[src/rtl/vp_pkg.sv]
`default_nettype none
// ============================================================================
// Module  : vp_pkg
// Brief   : Shared widths and encodings for the vector processor pipeline.
// Revision: 1.0 - initial release
// ============================================================================
package vp_pkg;

  localparam int unsigned C_ADDR_W  = 8;
  localparam int unsigned C_INSTR_W = 14;
  localparam logic [C_INSTR_W-1:0] C_NOP = 14'h0000;

endpackage : vp_pkg
`default_nettype wire

[src/rtl/if_hold_buf.sv]
`default_nettype none
// ============================================================================
// Module  : if_hold_buf
// Brief   : One-entry word+pc hold buffer used by the fetch stage on stalls.
// Revision: 1.0 - initial release
// ============================================================================
module if_hold_buf
  import vp_pkg::*;
#(
  parameter int unsigned ADDR_W  = C_ADDR_W,
  parameter int unsigned INSTR_W = C_INSTR_W
) (
  input  logic               clk,
  input  logic               rst,
  input  logic               i_load,
  input  logic               i_clear,
  input  logic               i_consume,
  input  logic [INSTR_W-1:0] i_word,
  input  logic [ADDR_W-1:0]  i_pc,
  output logic [INSTR_W-1:0] o_word,
  output logic [ADDR_W-1:0]  o_pc,
  output logic               o_valid
);

  localparam logic [INSTR_W-1:0] C_NOP_W = INSTR_W'(C_NOP);

  logic [INSTR_W-1:0] r_word;
  logic [ADDR_W-1:0]  r_pc;
  logic               r_valid;

  // Clear (branch flush) wins over a simultaneous load.
  always_ff @(posedge clk or posedge rst) begin
    if (rst) begin
      r_word  <= C_NOP_W;
      r_pc    <= '0;
      r_valid <= 1'b0;
    end else if (i_clear) begin
      r_valid <= 1'b0;
    end else if (i_load) begin
      r_word  <= i_word;
      r_pc    <= i_pc;
      r_valid <= 1'b1;
    end else if (i_consume) begin
      r_valid <= 1'b0;
    end
  end

  assign o_word  = r_word;
  assign o_pc    = r_pc;
  assign o_valid = r_valid;

endmodule : if_hold_buf
`default_nettype wire

[src/rtl/etapa_if.sv]
`default_nettype none
// ============================================================================
// Module  : etapa_if
// Brief   : Instruction-fetch stage: PC, IF/ID register, stall hold buffer.
// Revision: 1.0 - initial release
// ============================================================================
module etapa_if
  import vp_pkg::*;
#(
  parameter int unsigned          ADDR_W   = C_ADDR_W,
  parameter int unsigned          INSTR_W  = C_INSTR_W,
  parameter logic [ADDR_W-1:0]    RESET_PC = '0
) (
  input  logic               clk,
  input  logic               rst,
  input  logic               stall,
  input  logic               branch_taken,
  input  logic [ADDR_W-1:0]  branch_target,
  output logic [ADDR_W-1:0]  imem_addr,
  output logic               imem_rd,
  input  logic [INSTR_W-1:0] imem_data,
  output logic [INSTR_W-1:0] instruccion,
  output logic [ADDR_W-1:0]  pc_out,
  output logic               valid
);

  localparam logic [INSTR_W-1:0] C_NOP_W = INSTR_W'(C_NOP);

  logic [ADDR_W-1:0]  r_pc;
  logic               r_inflight;
  logic [INSTR_W-1:0] r_instr;
  logic [ADDR_W-1:0]  r_pc_out;
  logic               r_valid;

  logic               w_advance;
  logic               w_buf_load;
  logic               w_buf_consume;
  logic [ADDR_W-1:0]  w_pc_m1;
  logic [INSTR_W-1:0] w_buf_word;
  logic [ADDR_W-1:0]  w_buf_pc;
  logic               w_buf_valid;

  assign w_advance     = !branch_taken && !stall;
  assign w_pc_m1       = r_pc - ADDR_W'(1);
  // Only a word returning during the first stall cycle needs parking.
  assign w_buf_load    = !branch_taken && stall && r_inflight;
  assign w_buf_consume = w_advance && w_buf_valid;

  assign imem_addr = r_pc;
  assign imem_rd   = !rst && w_advance;

  if_hold_buf #(
    .ADDR_W  (ADDR_W),
    .INSTR_W (INSTR_W)
  ) u_hold_buf (
    .clk       (clk),
    .rst       (rst),
    .i_load    (w_buf_load),
    .i_clear   (branch_taken),
    .i_consume (w_buf_consume),
    .i_word    (imem_data),
    .i_pc      (w_pc_m1),
    .o_word    (w_buf_word),
    .o_pc      (w_buf_pc),
    .o_valid   (w_buf_valid)
  );

  always_ff @(posedge clk or posedge rst) begin
    if (rst) begin
      r_pc       <= RESET_PC;
      r_inflight <= 1'b0;
      r_instr    <= C_NOP_W;
      r_pc_out   <= '0;
      r_valid    <= 1'b0;
    end else if (branch_taken) begin
      r_pc       <= branch_target;
      r_inflight <= 1'b0;
      r_instr    <= C_NOP_W;
      r_pc_out   <= '0;
      r_valid    <= 1'b0;
    end else if (stall) begin
      r_inflight <= 1'b0;
    end else begin
      r_pc       <= r_pc + ADDR_W'(1);
      r_inflight <= 1'b1;
      if (w_buf_valid) begin
        r_instr  <= w_buf_word;
        r_pc_out <= w_buf_pc;
        r_valid  <= 1'b1;
      end else if (r_inflight) begin
        r_instr  <= imem_data;
        r_pc_out <= w_pc_m1;
        r_valid  <= 1'b1;
      end else begin
        r_valid  <= 1'b0;
      end
    end
  end

  assign instruccion = r_instr;
  assign pc_out      = r_pc_out;
  assign valid       = r_valid;

endmodule : etapa_if
`default_nettype wire

[config.mk]
export PLATFORM = sky130hd
export DESIGN_NAME = etapa_if
export DESIGN_NICKNAME = d
export VERILOG_FILES = /design/src/rtl/vp_pkg.sv /design/src/rtl/if_hold_buf.sv /design/src/rtl/etapa_if.sv
export SDC_FILE = /design/constraint.sdc
export NUM_CORES = 1
export LEC_CHECK = 0
export CAP_MARGIN = 40
export CORE_ASPECT_RATIO = 0.8
export CORE_UTILIZATION = 55
export CTS_BUF_LIST = sky130_fd_sc_hd__clkbuf_8
export DETAILED_ROUTE_END_ITERATION = 16
export GPL_ROUTABILITY_DRIVEN = 0
export PLACE_DENSITY = 0.83
export SKIP_CTS_REPAIR_TIMING = 1
export SYNTH_ARGS = -nofsm -noshare
export SYNTH_HDL_FRONTEND = slang
export SYNTH_HIERARCHICAL = 1
export SYNTH_SLANG_ARGS = --single-unit
[constraint.sdc]
create_clock -name clk -period 2.4 [get_ports clk]
set_input_delay 0.6 -clock clk [delete_from_list [all_inputs] [get_ports clk]]
set_output_delay 0.6 -clock clk [all_outputs]
set_load 0.1 [all_outputs]
==> run_summary.xml, run 1 <==
<?xml version="1.0" encoding="UTF-8"?>
<metrics>
  <group name="global_route">
    <metric name="grt_max_degree" unit="">24</metric>
    <metric name="grt_remaining_overflow" unit="">0</metric>
    <metric name="number_of_global_route_vias_before_repair" unit="">1934</metric>
    <metric name="grt_first_pass_wirelength" unit="mm">9.62</metric>
    <metric name="grt_antenna_before_repair" unit="">0</metric>
    <metric name="gr-usage-all-layers" unit="%">24.4</metric>
  </group>
  <group name="layout">
    <metric name="areaGrowthSynthToFinish" unit="%">23.4</metric>
    <metric name="final_cell_count_no_fill" unit="">344</metric>
    <metric name="antenna_cells" unit="">0</metric>
    <metric name="nFillCells" unit="">338</metric>
    <metric name="final_cell_mix" unit="">55 x sky130_fd_sc_hd__dfrtp_1, 40 x sky130_fd_sc_hd__buf_4, 25 x sky130_fd_sc_hd__clkdlybuf4s50_1</metric>
    <metric name="post_route_cells_drive_above_1_share" unit="%">33.8</metric>
    <metric name="final_nets" unit="">311</metric>
    <metric name="most_common_library_cell_in_the_layout_ignoring_fill_and_taps" unit="">sky130_fd_sc_hd__dfrtp_1</metric>
  </group>
  <group name="clock_tree">
    <metric name="htree_levels" unit="">2</metric>
    <metric name="cts_buffers" unit="">5</metric>
    <metric name="cts_tree" unit="">built</metric>
    <metric name="clkTransAtPathRegs" unit="ns">0.10</metric>
    <metric name="cts.sinks" unit="">55</metric>
    <metric name="cell_at_the_root_of_the_clock_tree" unit="">sky130_fd_sc_hd__clkbuf_8</metric>
    <metric name="cts_max_path_buffers" unit="">2</metric>
    <metric name="clock_latency" unit="ns">0.31</metric>
  </group>
  <group name="detailed_routing">
    <metric name="detail_route.first_pass.iterations" unit="">4</metric>
    <metric name="drcViolationCount" unit="">0</metric>
    <metric name="final_wl" unit="mm">5.96</metric>
    <metric name="dr_total_vias" unit="">1996</metric>
    <metric name="final_antenna_net_count" unit="">0</metric>
    <metric name="per_cell_routed_wire_length" unit="um">17.3</metric>
    <metric name="route.detailed.vias_per_inst" unit="">5.80</metric>
    <metric name="drt_iter0_markers" unit="">94</metric>
  </group>
  <group name="sta">
    <metric name="worst-slew-pin-transition" unit="ns">0.554</metric>
    <metric name="timing.clock.skew" unit="ns">0.00596</metric>
    <metric name="period_needed" unit="ns">2.25</metric>
    <metric name="final-max-slew-violation-count" unit="">0</metric>
    <metric name="timing_hold_violations_final" unit="">0</metric>
    <metric name="tightest_slew_margin_relative_to_the_limit" unit="%">63.1</metric>
    <metric name="max_freq" unit="MHz">445</metric>
    <metric name="final-setup-viol-count" unit="">0</metric>
    <metric name="hold_ws" unit="ns">0.499</metric>
    <metric name="unrepaired_setup_endpoints_after_global_routing" unit="">no</metric>
    <metric name="period_share" unit="%">93.7</metric>
    <metric name="tns" unit="ns">0</metric>
  </group>
  <group name="flow_run">
    <metric name="max_cap_viols" unit="">0</metric>
  </group>
  <group name="power_and_ir_drop">
    <metric name="power_switching" unit="uW">836</metric>
    <metric name="power.ir.vdd_worst" unit="mV">0.440</metric>
    <metric name="power.share.clock" unit="%">21.3</metric>
    <metric name="switching_share" unit="%">35.6</metric>
    <metric name="internal_power" unit="mW">1.51</metric>
    <metric name="comb_power_share" unit="%">28.7</metric>
    <metric name="seq_power_share" unit="%">50.0</metric>
    <metric name="powerDensity" unit="mW/mm^2">676</metric>
    <metric name="total_leakage_power" unit="nW">1.54</metric>
  </group>
  <group name="yosys">
    <metric name="net_count_after_synthesis" unit="">250</metric>
    <metric name="postSynthCellCount" unit="">222</metric>
    <metric name="syn_avg_cell_area" unit="sq um">12.7</metric>
    <metric name="yosys.cell_types.count" unit="">51</metric>
    <metric name="yosysWarningCount" unit="">6</metric>
    <metric name="synthArstFlopShare" unit="%">100</metric>
    <metric name="mappedNetlistArea" unit="sq mm">0.00282</metric>
    <metric name="postSynthRegisterBits" unit="">55</metric>
    <metric name="number_of_enable_type_register_cells_in_the_synthesized_netlist" unit="">0</metric>
    <metric name="synth_seq_area_share" unit="%">48.9</metric>
    <metric name="top_ff_cell_synth" unit="">sky130_fd_sc_hd__dfrtp_1</metric>
  </group>
  <group name="floorplan">
    <metric name="fp-row-count" unit="">22</metric>
    <metric name="floorplan.initialDensity" unit="%">59.1</metric>
    <metric name="boundaryPins" unit="">58</metric>
    <metric name="fp.dieH" unit="um">66.0</metric>
    <metric name="die_x" unit="um">82.0</metric>
    <metric name="die_area" unit="sq mm">0.00541</metric>
    <metric name="design.core.area" unit="sq mm">0.00476</metric>
  </group>
  <group name="outcome">
    <metric name="status" unit="">finished clean</metric>
  </group>
  <group name="place">
    <metric name="io_buffers" unit="">57</metric>
    <metric name="dp_hpwl" unit="mm">4.23</metric>
    <metric name="post-place-cells" unit="">336</metric>
  </group>
  <group name="critical_path">
    <metric name="worstSetupPathType" unit="">in2out</metric>
    <metric name="setup.worst_path.end_class" unit="">output port</metric>
    <metric name="type_of_element_launching_the_critical_path" unit="">input pin</metric>
    <metric name="timing.critical_path.required" unit="ns">1.80</metric>
    <metric name="crit_path_dat" unit="ns">1.65</metric>
    <metric name="cp_max_fo" unit="">6</metric>
  </group>
  <group name="hold_path">
    <metric name="min-delay-path-class" unit="">reg2reg</metric>
  </group>
</metrics>
==> cell families (layout without fill, tap and decap cells) <==
group | Yosys count | count (layout) | share of synthesized area (%)
DFF | 55 | 55 | 48.9
and+or+nand+nor | 51 | 51 | 11.7
AOI/OAI and AO/OA | 42 | 42 | 14.1
muxes | 39 | 39 | 15.0
buffers and inverters | 23 | 85 | 5.96
xor gates and xnor gates | 10 | 10 | 3.38
adders and majority gates | 2 | 2 | 0.889
==> path summary, 6_finish.rpt <==
check | start | to | slack [ns] | cells past startpoint
setup reg to reg | imem_addr[3] | imem_addr[7] | 0.75 | 3
hold reg to reg | instruccion[11] | instruccion[11] | 0.50 | 1
hold / removal | instruccion[11] | instruccion[11] | 0.50 | 1
setup / recovery | stall | imem_rd | 0.15 | 3
max in group asynchronous | rst | instruccion[10] | 1.15 | 3
min in group asynchronous | rst | instruccion[1] | 0.76 | 2
==> per-layer routing <==
metal | global-route usage, % | part of all wire [%]
met5 | 0 | 0
met2 | 36.9 | 45
met3 | 6.07 | 4.9
met1 | 35.2 | 50
met4 | 5.48 | 0.45
==> stage by stage <==
stage / area [sq um] / util, % / setup slack (ns) / total power [mW]
after floorplan: 2830 / - / 0.0697 / 1.68
after global placement: 3370 / 70.9 / 0.0923 / 1.84
after detailed placement: 3390 / 71.2 / 0.0318 / 1.86
after CTS: 3470 / 72.9 / 0.147 / 2.36
after global routing: 3470 / 72.9 / 0.112 / 2.45
final: 3470 / 72.9 / 0.151 / 2.35
==> registers in the layout, summed over array words and instances (netlist names) <==
signal and flops:
pc_out 8, r_inflight 1, valid 1, u_hold_buf/o_pc 8
u_hold_buf/o_valid 1, imem_addr 8, u_hold_buf/o_word 14, instruccion 14
==> cells in the mapped netlist (2+ instances only) <==
cell | instances | area [sq um]
sky130_fd_sc_hd__nor2_1 | 5 | 18.8
sky130_fd_sc_hd__o2bb2ai_2 | 10 | 150
sky130_fd_sc_hd__dfrtp_1 | 55 | 1380
sky130_fd_sc_hd__o2bb2ai_1 | 6 | 52.6
sky130_fd_sc_hd__nand2b_1 | 3 | 18.8
sky130_fd_sc_hd__or4_1 | 2 | 15.0
sky130_fd_sc_hd__nand4_1 | 2 | 12.5
sky130_fd_sc_hd__o21ai_0 | 5 | 25.0
sky130_fd_sc_hd__mux2i_1 | 16 | 160
sky130_fd_sc_hd__nand2_1 | 9 | 33.8
sky130_fd_sc_hd__ha_1 | 2 | 25.0
sky130_fd_sc_hd__a22o_1 | 2 | 17.5
sky130_fd_sc_hd__nor3_1 | 5 | 25.0
sky130_fd_sc_hd__inv_1 | 7 | 26.3
sky130_fd_sc_hd__and2_1 | 2 | 12.5
sky130_fd_sc_hd__xnor2_1 | 2 | 17.5
sky130_fd_sc_hd__a21oi_1 | 2 | 10.0
sky130_fd_sc_hd__buf_8 | 3 | 45.0
sky130_fd_sc_hd__a22oi_1 | 3 | 22.5
sky130_fd_sc_hd__nand3_1 | 5 | 25.0
sky130_fd_sc_hd__buf_4 | 3 | 22.5
sky130_fd_sc_hd__o211ai_1 | 5 | 37.5
sky130_fd_sc_hd__xor2_1 | 7 | 61.3
sky130_fd_sc_hd__buf_6 | 4 | 45.0
sky130_fd_sc_hd__and3_1 | 3 | 18.8
sky130_fd_sc_hd__buf_2 | 5 | 25.0
sky130_fd_sc_hd__mux2_2 | 22 | 248
sky130_fd_sc_hd__nand4b_1 | 4 | 35.0
==> power groups by stage <==
stage                     clock, mW  sequential, mW  combinational, mW
after global routing          0.549            1.19              0.714
after floorplan                   0            1.38              0.306
after CTS                     0.509            1.17              0.678
after detailed placement          0            1.19              0.677
final                         0.500            1.17              0.675
after global placement            0            1.18              0.661
==> worst max-delay path: stages <==
cell                              delay, ns
sky130_fd_sc_hd__clkdlybuf4s50_1       0.57
sky130_fd_sc_hd__nor3_4                0.28
sky130_fd_sc_hd__buf_12                0.20
==> final cells by class <==
cell class,count,area [sq um],share of cell area [%]
clock buffer,5,68.8,1.98
clock inverter,3,15.0,0.432
inverter,8,30.0,0.865
multi-input combinational,144,1280,36.9
sequential,55,1380,39.6
tap,60,75.1,2.16
timing repair buffer,69,626,18.0
(Power assumes the default switching activity.)
==> inputs of run 2 (changes only) <==
--- a/config.mk
+++ b/config.mk
@@ -7,11 +7,11 @@
 export LEC_CHECK = 0
 export CAP_MARGIN = 40
 export CORE_ASPECT_RATIO = 0.8
-export CORE_UTILIZATION = 55
+export CORE_UTILIZATION = 50
 export CTS_BUF_LIST = sky130_fd_sc_hd__clkbuf_8
+export CTS_CLUSTER_SIZE = 16
 export DETAILED_ROUTE_END_ITERATION = 16
-export GPL_ROUTABILITY_DRIVEN = 0
-export PLACE_DENSITY = 0.83
+export PLACE_DENSITY = 0.76
 export SKIP_CTS_REPAIR_TIMING = 1
 export SYNTH_ARGS = -nofsm -noshare
 export SYNTH_HDL_FRONTEND = slang
==> run 2 against run 1 <==
Setup slack worse by 0.034 ns. Hold slack better by 0.019 ns. Power is 1.9% higher. Highest routed layer unchanged.
==> run_summary.xml, run 2 (synthesis gave the netlist of run 1 again) <==
<?xml version="1.0" encoding="UTF-8"?>
<metrics>
  <group name="sta">
    <metric name="tns" unit="ns">0</metric>
    <metric name="timing.clock.skew" unit="ns">0.0103</metric>
    <metric name="tightest_slew_margin_relative_to_the_limit" unit="%">65.7</metric>
    <metric name="worst_slack" unit="ns">0.117</metric>
    <metric name="period_needed" unit="ns">2.28</metric>
    <metric name="final-max-slew-violation-count" unit="">0</metric>
    <metric name="hold_ws" unit="ns">0.517</metric>
    <metric name="period_share" unit="%">95.1</metric>
    <metric name="final-setup-viol-count" unit="">0</metric>
    <metric name="worst-slew-pin-transition" unit="ns">0.514</metric>
    <metric name="unrepaired_setup_endpoints_after_global_routing" unit="">no</metric>
    <metric name="timing_hold_violations_final" unit="">0</metric>
    <metric name="max_freq" unit="MHz">438</metric>
  </group>
  <group name="place">
    <metric name="post-place-cells" unit="">359</metric>
    <metric name="detailedPlace.worstSlack" unit="ns">0.107</metric>
    <metric name="globalplace.congestion" unit="">0.866</metric>
    <metric name="io_buffers" unit="">57</metric>
    <metric name="dp_hpwl" unit="mm">4.39</metric>
    <metric name="placement.cell_area" unit="sq mm">0.00346</metric>
  </group>
  <group name="layout">
    <metric name="final_nets" unit="">316</metric>
    <metric name="post_route_cells_drive_above_1_share" unit="%">34.9</metric>
    <metric name="most_common_library_cell_in_the_layout_ignoring_fill_and_taps" unit="">sky130_fd_sc_hd__dfrtp_1</metric>
    <metric name="final_cell_mix" unit="">55 x sky130_fd_sc_hd__dfrtp_1, 44 x sky130_fd_sc_hd__buf_4, 25 x sky130_fd_sc_hd__clkdlybuf4s50_1</metric>
    <metric name="areaGrowthSynthToFinish" unit="%">26.1</metric>
    <metric name="antenna_cells" unit="">0</metric>
    <metric name="final_cell_count_no_fill" unit="">367</metric>
    <metric name="postLayoutCellArea" unit="sq mm">0.00355</metric>
    <metric name="final_util" unit="%">65.3</metric>
  </group>
  <group name="power_and_ir_drop">
    <metric name="powerDensity" unit="mW/mm^2">674</metric>
    <metric name="total_power_consumption" unit="mW">2.39</metric>
    <metric name="power.ir.vdd_worst" unit="mV">0.394</metric>
    <metric name="total_leakage_power" unit="nW">1.57</metric>
  </group>
  <group name="critical_path">
    <metric name="crit_path_dat" unit="ns">1.68</metric>
    <metric name="critical-path-slowest-cell" unit="">sky130_fd_sc_hd__clkdlybuf4s50_1</metric>
    <metric name="timing.critical_path.required" unit="ns">1.80</metric>
    <metric name="type_of_element_launching_the_critical_path" unit="">input pin</metric>
    <metric name="max_stage_delay" unit="ns">0.48</metric>
    <metric name="startpoint" unit="">stall</metric>
    <metric name="path_buf_inv" unit="">3</metric>
    <metric name="setup.worst_path.end_class" unit="">output port</metric>
    <metric name="r2r-start" unit="">imem_addr[2]</metric>
    <metric name="cp_max_fo" unit="">7</metric>
    <metric name="timing.rr.end" unit="">u_hold_buf/o_pc[7]</metric>
    <metric name="worstSetupPathType" unit="">in2out</metric>
    <metric name="timing.critical_path.to" unit="">imem_rd</metric>
    <metric name="worst-r2r-setup-slack" unit="ns">0.71</metric>
    <metric name="critical-path-top-delay-family" unit="">buffers and inverters</metric>
    <metric name="worst_r2r_path_depth" unit="">4</metric>
    <metric name="path_depth" unit="">4</metric>
    <metric name="worstPathCellList" unit="">clkdlybuf4s50_1 -&gt; buf_4 -&gt; nor3_4 -&gt; buf_12</metric>
  </group>
  <group name="floorplan">
    <metric name="die_x" unit="um">85.9</metric>
    <metric name="die_area" unit="sq mm">0.00594</metric>
    <metric name="floorplan.initialDensity" unit="%">51.8</metric>
    <metric name="boundaryPins" unit="">58</metric>
    <metric name="fp.dieH" unit="um">69.1</metric>
    <metric name="fp-row-count" unit="">24</metric>
    <metric name="design.core.area" unit="sq mm">0.00544</metric>
  </group>
  <group name="global_route">
    <metric name="grt_first_pass_wirelength" unit="mm">10.1</metric>
    <metric name="grt_antenna_before_repair" unit="">0</metric>
    <metric name="number_of_global_route_vias_before_repair" unit="">2061</metric>
    <metric name="grt_remaining_overflow" unit="">0</metric>
    <metric name="grt_max_degree" unit="">28</metric>
    <metric name="gr-usage-all-layers" unit="%">21.7</metric>
  </group>
  <group name="detailed_routing">
    <metric name="final_wl" unit="mm">5.95</metric>
    <metric name="route.detailed.vias_per_inst" unit="">5.40</metric>
    <metric name="drcViolationCount" unit="">0</metric>
    <metric name="dr_total_vias" unit="">1980</metric>
    <metric name="final_antenna_net_count" unit="">0</metric>
    <metric name="drt_iter0_markers" unit="">151</metric>
    <metric name="detail_route.first_pass.iterations" unit="">5</metric>
    <metric name="per_cell_routed_wire_length" unit="um">16.2</metric>
  </group>
  <group name="clock_tree">
    <metric name="cts_buffers" unit="">5</metric>
    <metric name="cts_max_path_buffers" unit="">2</metric>
    <metric name="htree_levels" unit="">2</metric>
    <metric name="clock_latency" unit="ns">0.32</metric>
    <metric name="cts_tree" unit="">built</metric>
    <metric name="cell_at_the_root_of_the_clock_tree" unit="">sky130_fd_sc_hd__clkbuf_8</metric>
    <metric name="clkTransAtPathRegs" unit="ns">0.09</metric>
    <metric name="cts.sinks" unit="">55</metric>
  </group>
  <group name="hold_path">
    <metric name="min-delay-path-class" unit="">reg2reg</metric>
    <metric name="hold_depth" unit="">1</metric>
  </group>
  <group name="flow_run">
    <metric name="max_cap_viols" unit="">0</metric>
  </group>
  <group name="outcome">
    <metric name="status" unit="">finished clean</metric>
  </group>
</metrics>
==> run 2: worst min-delay path by stage <==
stage,startpoint,slack (ns),endpoint
final,u_hold_buf/o_word[1],0.52,u_hold_buf/o_word[1]
after global placement,instruccion[11],0.48,instruccion[11]
after global routing,pc_out[1],0.53,pc_out[1]
after floorplan,u_hold_buf/o_pc[3],0.47,u_hold_buf/o_pc[3]
after CTS,instruccion[9],0.52,instruccion[9]
after detailed placement,instruccion[4],0.49,instruccion[4]
==> run 2: per-layer routing <==
layer | share of wire (%) | global-route usage, % | wire length [um]
met2 | 46 | 32.8 | 2750
met3 | 4.9 | 5.99 | 289
met4 | 0.62 | 4.07 | 37
met5 | 0 | 0 | 0
met1 | 48 | 31.6 | 2880
==> run 2: power by group <==
part           total, mW  internal (mW)  switching (mW)
clock              0.539          0.210           0.329
combinational      0.683          0.260           0.422
sequential          1.17           1.06           0.112
==> run 2: final cells by class <==
cell class | instances | area, sq um
clock buffer | 5 | 68.8
timing repair buffer | 74 | 672
fill | 426 | 1890
multi-input combinational | 144 | 1280
clock inverter | 3 | 22.5
sequential | 55 | 1380
tap | 78 | 97.6
inverter | 8 | 30.0
